===== config.mk =====
export PLATFORM = sky130hd
export DESIGN_NAME = maxpool_2x2_window_reducer
export DESIGN_NICKNAME = d
export VERILOG_FILES = /design/src/rtl/maxpool_2x2_window_reducer.sv
export SDC_FILE = /design/constraint.sdc
export NUM_CORES = 1
export LEC_CHECK = 0
export BUFFER_PORTS_ARGS = -buffer_cell sky130_fd_sc_hd__clkbuf_2
export CORE_ASPECT_RATIO = 1.1
export CORE_UTILIZATION = 51
export CTS_CLUSTER_SIZE = 28
export DETAILED_ROUTE_END_ITERATION = 8
export GPL_TIMING_DRIVEN = 0
export PLACE_DENSITY = 0.78
export SYNTH_ARGS = -nofsm -noshare
export SYNTH_HDL_FRONTEND = slang
export SYNTH_SLANG_ARGS = --single-unit

===== constraint.sdc =====
create_clock -name clk -period 3.8 [get_ports clk]
set_clock_uncertainty 0.15 [all_clocks]
set_input_delay 0.19 -clock clk [delete_from_list [all_inputs] [get_ports clk]]
set_output_delay 0.19 -clock clk [all_outputs]
set_load 0.05 [all_outputs]

===== src/rtl/maxpool_2x2_window_reducer.sv =====
// -----------------------------------------------------------------------------
// maxpool_2x2_window_reducer
//
// Sits after the 2x2 sliding-window FIFO. For each FIFO shift it tracks the
// pixel position in the frame. It flags the shifts that complete a
// stride-aligned 2x2 window, and it reduces that window's four taps to one
// signed maximum. The block is fully pipelined: it accepts one window per
// clock and has no backpressure.
//
// Optional feature macro: POOL_RELU_EN
//   defined   -> the output stage clamps negative maxima to 0 (fused ReLU)
//   undefined -> raw signed maximum; no clamp logic is built
//
// Ports
//   clk         in   rising-edge clock
//   reset       in   asynchronous, active-high
//   in_valid    in   one pixel shifted into the window FIFO (fifo_enable)
//   win_1..4    in   window FIFO taps (fifo_data_out_1..4), signed
//   out_data    out  pooled result; holds its last value between windows
//   out_valid   out  one-cycle pulse per emitted window
//   out_row     out  output row index of out_data
//   out_col     out  output column index of out_data
//   frame_done  out  pulses together with the last window of a frame
//
// Timing, with the pixel sampled at edge E0
//   E0: candidate flag and output indices are registered.
//       The FIFO taps also update at this edge.
//   E1: stage 1 takes the pairwise maxima of the taps.
//       These are the taps as they stood before any FIFO update at E1.
//   E2: the final maximum and out_valid are registered.
//
// Only KERNAL_SIZE = 2 is meaningful; the reduction tree is fixed at 4 taps.
// -----------------------------------------------------------------------------
module maxpool_2x2_window_reducer #(
   parameter int DATA_WIDTH  = 32,
   parameter int IFM_SIZE    = 7,
   parameter int KERNAL_SIZE = 2,
   parameter int STRIDE      = 2,
   localparam int OFM_SIZE   = (IFM_SIZE - KERNAL_SIZE) / STRIDE + 1,
   localparam int IDX_W      = (OFM_SIZE > 1) ? $clog2(OFM_SIZE) : 1
) (
   input  logic                  clk,
   input  logic                  reset,
   input  logic                  in_valid,
   input  logic [DATA_WIDTH-1:0] win_1,
   input  logic [DATA_WIDTH-1:0] win_2,
   input  logic [DATA_WIDTH-1:0] win_3,
   input  logic [DATA_WIDTH-1:0] win_4,
   output logic [DATA_WIDTH-1:0] out_data,
   output logic                  out_valid,
   output logic [IDX_W-1:0]      out_row,
   output logic [IDX_W-1:0]      out_col,
   output logic                  frame_done
);

   localparam int CNT_W = $clog2(IFM_SIZE);
   localparam int PH_W  = (STRIDE > 1) ? $clog2(STRIDE) : 1;

   localparam logic [CNT_W-1:0] LAST_POS = CNT_W'(IFM_SIZE - 1);
   localparam logic [PH_W-1:0]  LAST_PH  = PH_W'(STRIDE - 1);
   localparam logic [IDX_W-1:0] LAST_IDX = IDX_W'(OFM_SIZE - 1);

   // Pixel position of the next shift.
   logic [CNT_W-1:0] col;
   logic [CNT_W-1:0] row;

   // Stride phase and output index. Together they stand for (c-1)%STRIDE and
   // (c-1)/STRIDE, and likewise for rows; both are only meaningful when the
   // position is >= 1. Running counters avoid generic dividers and modulo
   // logic for non-power-of-two strides.
   logic [PH_W-1:0]  col_ph;
   logic [PH_W-1:0]  row_ph;
   logic [IDX_W-1:0] ocol;
   logic [IDX_W-1:0] orow;

   // E0 stage
   logic             cand;
   logic [IDX_W-1:0] cand_row;
   logic [IDX_W-1:0] cand_col;

   // E1 stage
   logic                  s1_valid;
   logic                  s1_last;
   logic [DATA_WIDTH-1:0] m12;
   logic [DATA_WIDTH-1:0] m34;
   logic [IDX_W-1:0]      s1_row;
   logic [IDX_W-1:0]      s1_col;

   // E2 combinational result
   logic [DATA_WIDTH-1:0] pool_max;
   logic [DATA_WIDTH-1:0] result;

   function automatic logic [DATA_WIDTH-1:0] smax(
      input logic [DATA_WIDTH-1:0] a,
      input logic [DATA_WIDTH-1:0] b
   );
      return ($signed(a) > $signed(b)) ? a : b;
   endfunction

   // Position tracking and window detection (E0)
   always_ff @(posedge clk or posedge reset) begin
      if (reset) begin
         col      <= '0;
         row      <= '0;
         col_ph   <= '0;
         row_ph   <= '0;
         ocol     <= '0;
         orow     <= '0;
         cand     <= 1'b0;
         cand_row <= '0;
         cand_col <= '0;
      end else if (in_valid) begin
         cand     <= (row != '0) && (col != '0) && (row_ph == '0) && (col_ph == '0);
         cand_row <= orow;
         cand_col <= ocol;

         if (col == LAST_POS) begin
            col    <= '0;
            col_ph <= '0;
            ocol   <= '0;
            if (row == LAST_POS) begin
               row    <= '0;
               row_ph <= '0;
               orow   <= '0;
            end else begin
               row <= row + 1'b1;
               // The step from position 0 to 1 leaves phase/index at 0.
               if (row != '0) begin
                  if (row_ph == LAST_PH) begin
                     row_ph <= '0;
                     orow   <= orow + 1'b1;
                  end else begin
                     row_ph <= row_ph + 1'b1;
                  end
               end
            end
         end else begin
            col <= col + 1'b1;
            if (col != '0) begin
               if (col_ph == LAST_PH) begin
                  col_ph <= '0;
                  ocol   <= ocol + 1'b1;
               end else begin
                  col_ph <= col_ph + 1'b1;
               end
            end
         end
      end else begin
         cand <= 1'b0;
      end
   end

   // Stage 1: pairwise maxima (E1)
   always_ff @(posedge clk or posedge reset) begin
      if (reset) begin
         s1_valid <= 1'b0;
         s1_last  <= 1'b0;
         m12      <= '0;
         m34      <= '0;
         s1_row   <= '0;
         s1_col   <= '0;
      end else begin
         s1_valid <= cand;
         if (cand) begin
            m12     <= smax(win_1, win_2);
            m34     <= smax(win_3, win_4);
            s1_row  <= cand_row;
            s1_col  <= cand_col;
            s1_last <= (cand_row == LAST_IDX) && (cand_col == LAST_IDX);
         end
      end
   end

   always_comb begin
      pool_max = smax(m12, m34);
`ifdef POOL_RELU_EN
      result = pool_max[DATA_WIDTH-1] ? '0 : pool_max;
`else
      result = pool_max;
`endif
   end

   // Stage 2: final maximum and output registers (E2)
   always_ff @(posedge clk or posedge reset) begin
      if (reset) begin
         out_data   <= '0;
         out_valid  <= 1'b0;
         out_row    <= '0;
         out_col    <= '0;
         frame_done <= 1'b0;
      end else begin
         out_valid  <= s1_valid;
         frame_done <= s1_valid && s1_last;
         if (s1_valid) begin
            out_data <= result;
            out_row  <= s1_row;
            out_col  <= s1_col;
         end
      end
   end

endmodule


After elaboration in Yosys (flattened, before gate mapping)
Index checks and enable logic that the tools add are counted.

Order comparisons: 3. Reduce and logical (&&, ||, !) cells: 16. Equality and inequality tests: 4. Mux-type cells: 18. Add/subtract/negate cells: 6. Bitwise logic cells: 2.

Operators with widths (count): 32-bit greater-than comparator (3); 32-bit 2-to-1 mux (3); 2-bit 2-to-1 mux (6); 2-bit nonzero test (4); 1-bit 2-to-1 mux (7); 3-bit by 1-bit adder with 3-bit output, second input constant (2); 3-bit == test, second input constant (2); 3-bit 2-to-1 mux (2); 3-bit AND reduction (2); 3-bit nonzero test (2); 1-bit logical AND (5); 2-bit by 1-bit adder with 2-bit output, second input constant (2); 2-bit == test, second input constant (2); 2-bit AND reduction (2); 4-bit AND reduction (1); 1-bit adder, second input constant (2); 1-bit inverter (2).

Input port bits: 131. Word-level logic and storage cells: 69. Register bits: 125. Output and inout bits: 38.

Depth between registers and ports, before layout
Gate-level depths: netlist of run 1.

Depth in word-level cells: 5. Depth in mapped cells: 10. Depth with buffers taken out: 9.

Least setup slack after synthesis of run 1
OpenSTA, ideal clock, no wires.

Path type: reg2reg. Start: register m12[14]. End: register out_data[0]. Clock period less this slack: 2.488 ns. Data arrival time: 2.201 ns. Path buffers: 1. Stages on the path, launching flop included: 10. Setup time: 0.137 ns. Path slack: 1.312 ns. Required time: 3.513 ns. Cells stage by stage: dfrtp_1 > ha_1 > nand4_1 > or4_1 > a21o_1 > a41oi_2 > o211ai_4 > buf_6 > mux2i_1 > a21oi_1.

Cells in the longest elaborated chain, start to end: 2.

RTL lines: start: declaration (RTL line 84) `logic [DATA_WIDTH-1:0] m12;`; start signal: assignment (RTL line 165) `m12 <= smax(win_1, win_2);`; 32-bit greater-than comparator (RTL line 97) `return ($signed(a) > $signed(b)) ? a : b;`; 32-bit 2-to-1 mux (RTL line 97); end signal: assignment (RTL line 195) `out_data <= result;`; end: declaration (RTL line 49) `output logic [DATA_WIDTH-1:0] out_data,`.

Every way passes these cells. A chain may end at the register's enable or synchronous reset.

Final worst setup path of run 1
Start: input port win_3[31]. End: register m34[4].

Cells in the longest elaborated chain, start to end: 2.

RTL lines: start: declaration (RTL line 47) `input logic [DATA_WIDTH-1:0] win_3,`; 32-bit greater-than comparator (RTL line 97); 32-bit 2-to-1 mux (RTL line 97); end signal: assignment (RTL line 166) `m34 <= smax(win_3, win_4);`; end: declaration (RTL line 85) `logic [DATA_WIDTH-1:0] m34;`.

Every way passes these cells.

==> results of run 1 <==
routing by layer:
| metal | routed length, µm | vias to the layer above | global-route usage, % |
|---|---|---|---|
| met2 | 12890 | 480 | 54.49 |
| met1 | 10010 | 4101 | 39.21 |
| li1 | - | 3970 | - |
| met5 | 0 | - | 0 |
| met4 | 1008 | 0 | 14.99 |
| met3 | 2195 | 83 | 5.954 |
repair_timing:
item | in CTS | in global routing
resized for setup | 0 | 2
endpoints found under the setup margin | 0 | 31
endpoints found under the hold margin | 121 | 0
hold buffers | 130 | 0
stage by stage:
| stage | setup slack [ns] | TNS, ns | std cells |
|---|---|---|---|
| floorplan | 0.1324 | 0 | 932 |
| global placement | -1.421 | -176.35 | 1300 |
| detailed placement | 0.7922 | 0 | 1301 |
| CTS | 0.1690 | 0 | 1463 |
| global route | 0.03263 | 0 | 1463 |
| finish | 0.1347 | 0 | 1463 |
path summary, 6_finish.rpt:
kind | to | cells past startpoint
max | m34[4]$_DFFE_PP0P_ | 11
min reg2reg | out_valid$_DFF_PP0_ | 0
max in group asynchronous | row[0]$_DFFE_PP0P_ | 4
min in group clk | out_valid$_DFF_PP0_ | 0
max reg2reg | out_data[0]$_DFFE_PP0P_ | 9
min | out_data[22]$_DFFE_PP0P_ | 3
power by group:
| group | switching, mW | total (mW) | internal (mW) |
|---|---|---|---|
| clock network | 0.617 | 1.82 | 1.20 |
| logic | 2.18 | 3.92 | 1.74 |
| registers | 0.475 | 2.34 | 1.86 |
| total | 3.27 | 8.08 | 4.80 |
logic make-up after synthesis:
| logic type | synth area share, % |
|---|---|
| compound gates | 20.26 |
| simple gates | 12.81 |
| buf+inv | 8.135 |
| flops | 38.09 |
| fa+ha+maj | 14.63 |
| mux | 6.079 |
cells in the final DEF, fill, tap and decap left out, drive strengths merged, types with 4 or more instances in the layout:
cell	synthesis	routed
clkbuf	31	221
dlygate4sd3	0	130
dfrtp	125	125
a21oi	114	114
inv	109	110
ha	96	96
nor2	77	77
nand2	70	70
o21ai	58	58
nand3	39	39
a31oi	33	33
mux2i	33	33
o221ai	32	32
nand4	21	21
buf	20	21
mux2	15	15
nor3	7	7
bufinv	0	5
o211ai	5	5
nor2b	4	4
nand2b	4	4
o21a	4	4
nor4	4	4
layout make-up:
class	count	share of cell area (%)
tap	200	2.215
inverter	109	3.665
buffer	51	2.292
timing repair buffer	299	19.20
sequential	125	27.68
clock inverter	10	1.639
clock buffer	22	4.108
multi-input combinational	647	39.20
critical path: stages:
cell and delay [ns]:
sky130_fd_sc_hd__dlygate4sd3_1 0.53, sky130_fd_sc_hd__clkbuf_2 0.13, sky130_fd_sc_hd__ha_1 0.41, sky130_fd_sc_hd__nand4_1 0.26, sky130_fd_sc_hd__nor4_2 0.43, sky130_fd_sc_hd__nand2b_1 0.16, sky130_fd_sc_hd__o31ai_1 0.13, sky130_fd_sc_hd__a211oi_4 0.45
sky130_fd_sc_hd__buf_2 0.34, sky130_fd_sc_hd__o221ai_1 0.19, sky130_fd_sc_hd__dlygate4sd3_1 0.59
flip-flops by register name, indices dropped and copies added (netlist names), 3 cells and up:
signal and count:
out_data 32, row 3, m34 32, m12 32, col 3
==> flow_metrics.py, run 1 <==
metrics = {
    "cts": {
        "cts.sink_count": 125,
        "worstSkewPairLatency_ns": 0.42,
        "postCtsSetupRepairBufs": 0,
        "clock_tree_from_tritoncts": "done",
        "clkTransAtPathRegs_ns": 0.06,
        "clock_tree.buffer_depth": 2,
        "clock_tree.root_cell": "sky130_fd_sc_hd__clkbuf_16",
        "htreeDepth": 4,
        "numCtsBuffers": 17,
    },
    "floorplan": {
        "io-pin-count": 169,
        "chipWidth_um": 123.0,
        "floorplan.initialDensity_pct": 52.19,
        "core_area_um2": 15740,
        "number_of_placement_rows": 48,
        "fp.dieArea_um2": 16620,
        "die-height_um": 135.1,
    },
    "cells_and_area": {
        "insertedDiodeCount": 0,
        "fill_cells": 1139,
        "multi_input_area_um2": 4429,
        "postLayoutCoreUtil_pct": 71.81,
        "postLayoutCellArea_um2": 11300,
        "share_of_cells_above_drive_strength_1_pct": 19.32,
        "layout-area-overhead-vs-synth_pct": 37.58,
        "design.final.nets": 1477,
        "area.sequential_um2": 3128,
    },
    "synth": {
        "post-synth-top-area-fraction_pct": 38.09,
        "synth_enable_flop_cells": 0,
        "synthesis.nets": 1159,
        "yosys_warnings": 0,
        "synth_area_per_cell_um2": 8.812,
        "postSynth.asyncResetShare_pct": 100.0,
        "most_common_cell_in_the_netlist": "sky130_fd_sc_hd__dfrtp_1",
        "syn_std_cell_area_um2": 8213,
        "synth_area_leaders": "sky130_fd_sc_hd__dfrtp_1, sky130_fd_sc_hd__ha_1, sky130_fd_sc_hd__a21oi_1",
        "netlist_instances": 932,
        "postSynth.topFlopCell": "sky130_fd_sc_hd__dfrtp_1",
        "synth.yosys.seq_area_share_pct": 38.09,
        "synth-seq-cells": 125,
        "ys_top_cells_by_count": "sky130_fd_sc_hd__dfrtp_1, sky130_fd_sc_hd__a21oi_1, sky130_fd_sc_hd__inv_1",
        "synth_cell_type_count": 51,
        "post_synth_top_area_cell": "sky130_fd_sc_hd__dfrtp_1",
    },
    "power_and_ir_drop": {
        "power_per_cell_area_nw_per_um2": 714.8,
        "design_power_total_mw": 8.077,
        "static_leak_nw": 5.593,
        "vdd_drop_max_mv": 0.4556,
    },
    "route": {
        "viasPerCell": 5.902,
        "postRouteWirelength_mm": 26.11,
        "route.vias.total": 8634,
        "drt-wirelength-per-cell_um": 17.84,
        "violation_count_after_the_first_detailed_routing_iteration": 664,
        "final_antenna_net_count": 0,
        "drc": 0,
        "drt_pass1_iterations": 8,
    },
    "global_routing": {
        "first_global_vias": 8471,
        "globalRoute.totalOverflow": 0,
        "grt_pass1_wl_mm": 40.81,
        "initial_antenna_violation_count": 0,
        "grt_start_max_net_pins": 70,
        "gr-usage-all-layers_pct": 32.11,
    },
    "sta": {
        "fmax_mhz": 272.8,
        "timing.hold.ws_ns": 0.2374,
        "report.final.hold_viol_count": 0,
        "max_slew.worst_pin.slew_ns": 0.6712,
        "period_minus_slack_ns": 3.665,
        "finalSetupViolations": 0,
        "post-route-period-util_pct": 96.46,
        "grt_setup_unrepaired": "false",
        "max_slew_margin_pct": 55.25,
        "finalMaxSlewViolations": 0,
    },
    "setup_path": {
        "regToRegSetupSlack_ns": 0.87,
        "critical_path_peak_fanout": 10,
        "cp-end-kind": "flip-flop",
        "crit_start": "win_3[31]",
        "signal_arrival_time_at_the_worst_endpoint_ns": 3.82,
        "critical_path.startpoint_type": "input pin",
        "worst-setup-path-type": "in2reg",
        "worstReg2RegStart": "m12[31]$_DFFE_PP0P_",
        "crit_required_ns": 3.95,
    },
    "status": {
        "run_status": "complete, no violations",
    },
    "placed_design": {
        "place_area_um2": 9336,
        "place.detailed.hpwl_mm": 18.23,
        "final_gp_congestion": 0.8764,
        "io_buffers": 168,
    },
    "run": {
        "max-cap-violations": 0,
    },
    "worst_hold_path": {
        "hp-class": "in2async",
    },
}
(Power assumes the default switching activity.)
==> run 2, diff against run 1 <==
--- a/config.mk
+++ b/config.mk
@@ -6,12 +6,14 @@
 export NUM_CORES = 1
 export LEC_CHECK = 0
 export BUFFER_PORTS_ARGS = -buffer_cell sky130_fd_sc_hd__clkbuf_2
+export CELL_PAD_IN_SITES_DETAIL_PLACEMENT = 0
+export CELL_PAD_IN_SITES_GLOBAL_PLACEMENT = 1
 export CORE_ASPECT_RATIO = 1.1
-export CORE_UTILIZATION = 51
+export CORE_UTILIZATION = 38
 export CTS_CLUSTER_SIZE = 28
 export DETAILED_ROUTE_END_ITERATION = 8
 export GPL_TIMING_DRIVEN = 0
-export PLACE_DENSITY = 0.78
+export PLACE_DENSITY_LB_ADDON = 0.1
 export SYNTH_ARGS = -nofsm -noshare
 export SYNTH_HDL_FRONTEND = slang
 export SYNTH_SLANG_ARGS = --single-unit
==> run 2 against run 1 <==
Compared with the run above:
- wire length is 3.8% lower
- largest cell class unchanged
- sequential share of layout area is 0.11 points lower
- utilization is 18 points lower
- setup slack better by 0.097 ns
- non-clock buffer count is 1 lower
- register-to-register slack worse by 0.08 ns
- global-route usage is 8.8 points lower
==> flow_metrics.py, run 2 (synthesized netlist as in run 1, its figures left out) <==
metrics = {
    "floorplan": {
        "die-height_um": 156.2,
        "number_of_placement_rows": 56,
        "fp.dieArea_um2": 22210,
        "chipWidth_um": 142.2,
        "floorplan.initialDensity_pct": 38.68,
        "io-pin-count": 169,
        "core_area_um2": 21230,
    },
    "cells_and_area": {
        "design.final.nets": 1476,
        "insertedDiodeCount": 0,
        "final_cell_count_no_fill": 1552,
        "commonest_non_fill_non_tap_cell_in_the_layout": "sky130_fd_sc_hd__clkbuf_2",
        "layout-area-overhead-vs-synth_pct": 38.15,
        "biggestRegsByFlops": "m12: 32 flops, m34: 32 flops, out_data: 32 flops",
        "commonest_cells_after_routing_fill_and_taps_aside": "sky130_fd_sc_hd__clkbuf_2, sky130_fd_sc_hd__dlygate4sd3_1, sky130_fd_sc_hd__dfrtp_1",
        "share_of_cells_above_drive_strength_1_pct": 19.49,
        "postLayoutCoreUtil_pct": 53.44,
    },
    "global_routing": {
        "grt_start_max_net_pins": 83,
        "first_global_vias": 7724,
        "gr-usage-all-layers_pct": 23.35,
        "initial_antenna_violation_count": 0,
        "grt_pass1_wl_mm": 39.84,
        "globalRoute.totalOverflow": 0,
    },
    "route": {
        "viasPerCell": 5.050,
        "met2RoutedLength_mm": 11.97,
        "drt_pass1_iterations": 4,
        "route.vias.total": 7837,
        "violation_count_after_the_first_detailed_routing_iteration": 340,
        "drc": 0,
        "final_antenna_net_count": 0,
        "postRouteWirelength_mm": 25.12,
        "drt-wirelength-per-cell_um": 16.18,
        "top_layer_used": "met4",
        "metal1_wirelength_mm": 12.00,
        "wl_met3_um": 877,
    },
    "sta": {
        "post-route-period-util_pct": 93.90,
        "setup_slack_ns": 0.2318,
        "period_minus_slack_ns": 3.568,
        "finalSetupViolations": 0,
        "timing.hold.ws_ns": 0.009175,
        "max_slew.worst_pin.slew_ns": 0.6215,
        "report.final.hold_viol_count": 0,
        "finalMaxSlewViolations": 0,
        "grt_setup_unrepaired": "false",
        "fmax_mhz": 280.3,
        "max_slew_margin_pct": 57.49,
    },
    "power_and_ir_drop": {
        "vdd_drop_max_mv": 0.4159,
        "power_per_cell_area_nw_per_um2": 685.2,
        "switching_power_mw": 3.188,
        "internal_power_mw": 4.586,
        "clock_power_share_pct": 21.0,
        "p_sw_share_pct": 41.01,
        "design_power_total_mw": 7.774,
        "static_leak_nw": 5.557,
        "pwr-share-comb_pct": 49.3,
        "seq_pwr_share_pct": 29.6,
    },
    "cts": {
        "clkTransAtPathRegs_ns": 0.05,
        "postCtsSetupRepairBufs": 0,
        "worstSkewPairLatency_ns": 0.43,
        "clock_tree.root_cell": "sky130_fd_sc_hd__clkbuf_16",
        "htreeDepth": 4,
        "clock_tree.buffer_depth": 2,
        "cts.sink_count": 125,
        "numCtsBuffers": 17,
        "clock_tree_from_tritoncts": "done",
    },
    "placed_design": {
        "place.detailed.hpwl_mm": 19.18,
        "placement.setup.worst_slack_ns": 0.7425,
        "placedCellCount": 1391,
        "io_buffers": 168,
        "final_gp_congestion": 0.8553,
    },
    "setup_path": {
        "signal_arrival_time_at_the_worst_endpoint_ns": 3.72,
        "critical_path.startpoint_type": "input pin",
        "crit_required_ns": 3.95,
        "critical_path_peak_fanout": 10,
        "worst-setup-path-type": "in2reg",
        "cp-end-kind": "flip-flop",
    },
    "worst_hold_path": {
        "hp-class": "in2reg",
    },
    "status": {
        "run_status": "complete, no violations",
    },
    "run": {
        "max-cap-violations": 0,
    },
}
[run 2: changes by cell type in the layout (fill, tap and decap cells not counted)]
cell,delta
sky130_fd_sc_hd__clkbuf_1,-2
sky130_fd_sc_hd__inv_6,+2
sky130_fd_sc_hd__clkinvlp_4,+2
sky130_fd_sc_hd__dlygate4sd3_1,-1
sky130_fd_sc_hd__bufinv_16,-3
sky130_fd_sc_hd__clkinv_4,+1
[run 2: through the flow]
stage	setup TNS [ns]	instance area [µm²]
after floorplan	0	8213
after global placement	-185.67	9417
after detailed placement	0	9449
after CTS	0	11330
after global routing	0	11350
final	0	11350
[run 2: routing by layer]
layer	GRT usage, %	up-vias
li1	-	3958
met1	31.47	3697
met2	38.70	163
met3	3.990	19
met4	5.735	0
met5	0	-
[run 2: cell type report]
class	instances	area (µm²)
plain buffers	51	259.0
clock buffers	20	456.7
clock inverters	12	136.4
fillers	2049	9884
inverters	109	414.1
multi-input cells	647	4429
flip-flops and latches	125	3128
well taps	290	362.8
repair buffers	298	2160
[run 2: critical path, stage by stage]
cell and delay (ns):
sky130_fd_sc_hd__dlygate4sd3_1 0.54, sky130_fd_sc_hd__clkbuf_2 0.13, sky130_fd_sc_hd__ha_1 0.39, sky130_fd_sc_hd__nand4_1 0.21, sky130_fd_sc_hd__nor4_2 0.45, sky130_fd_sc_hd__nand2b_1 0.16, sky130_fd_sc_hd__o31ai_1 0.10, sky130_fd_sc_hd__a211oi_4 0.45
sky130_fd_sc_hd__buf_2 0.33, sky130_fd_sc_hd__o221ai_1 0.16, sky130_fd_sc_hd__dlygate4sd3_1 0.59
[run 2: final timing paths]
kind                                      from                      end  slack [ns]  depth (start not counted)
max                                  win_3[31]      m34[28]$_DFFE_PP0P_        0.23                         11
min                                  win_1[19]      m12[19]$_DFFE_PP0P_       0.009                          3
max reg2reg                m12[31]$_DFFE_PP0P_  out_data[0]$_DFFE_PP0P_        0.79                          9
min reg2reg                     cand$_DFF_PP0_       s1_valid$_DFF_PP0_        0.24                          0
max in group asynchronous                reset       m12[3]$_DFFE_PP0P_        2.56                          4
min in group asynchronous                reset       col[1]$_DFFE_PP0P_        0.18                          3
[run 2: repair_timing]
item / in CTS / in global routing
endpoints found under the setup margin: 0 / 31
hold buffers: 129 / 0
gates resized for setup: 0 / 2
endpoints found under the hold margin: 110 / 0
[run 2: power by group through the flow]
stage	logic [mW]	clock network, mW	registers (mW)
floorplan	2.09	0	2.64
global placement	3.33	0	2.31
detailed placement	3.33	0	2.32
CTS	3.85	1.66	2.31
global route	4.24	1.73	2.38
finish	3.84	1.63	2.30
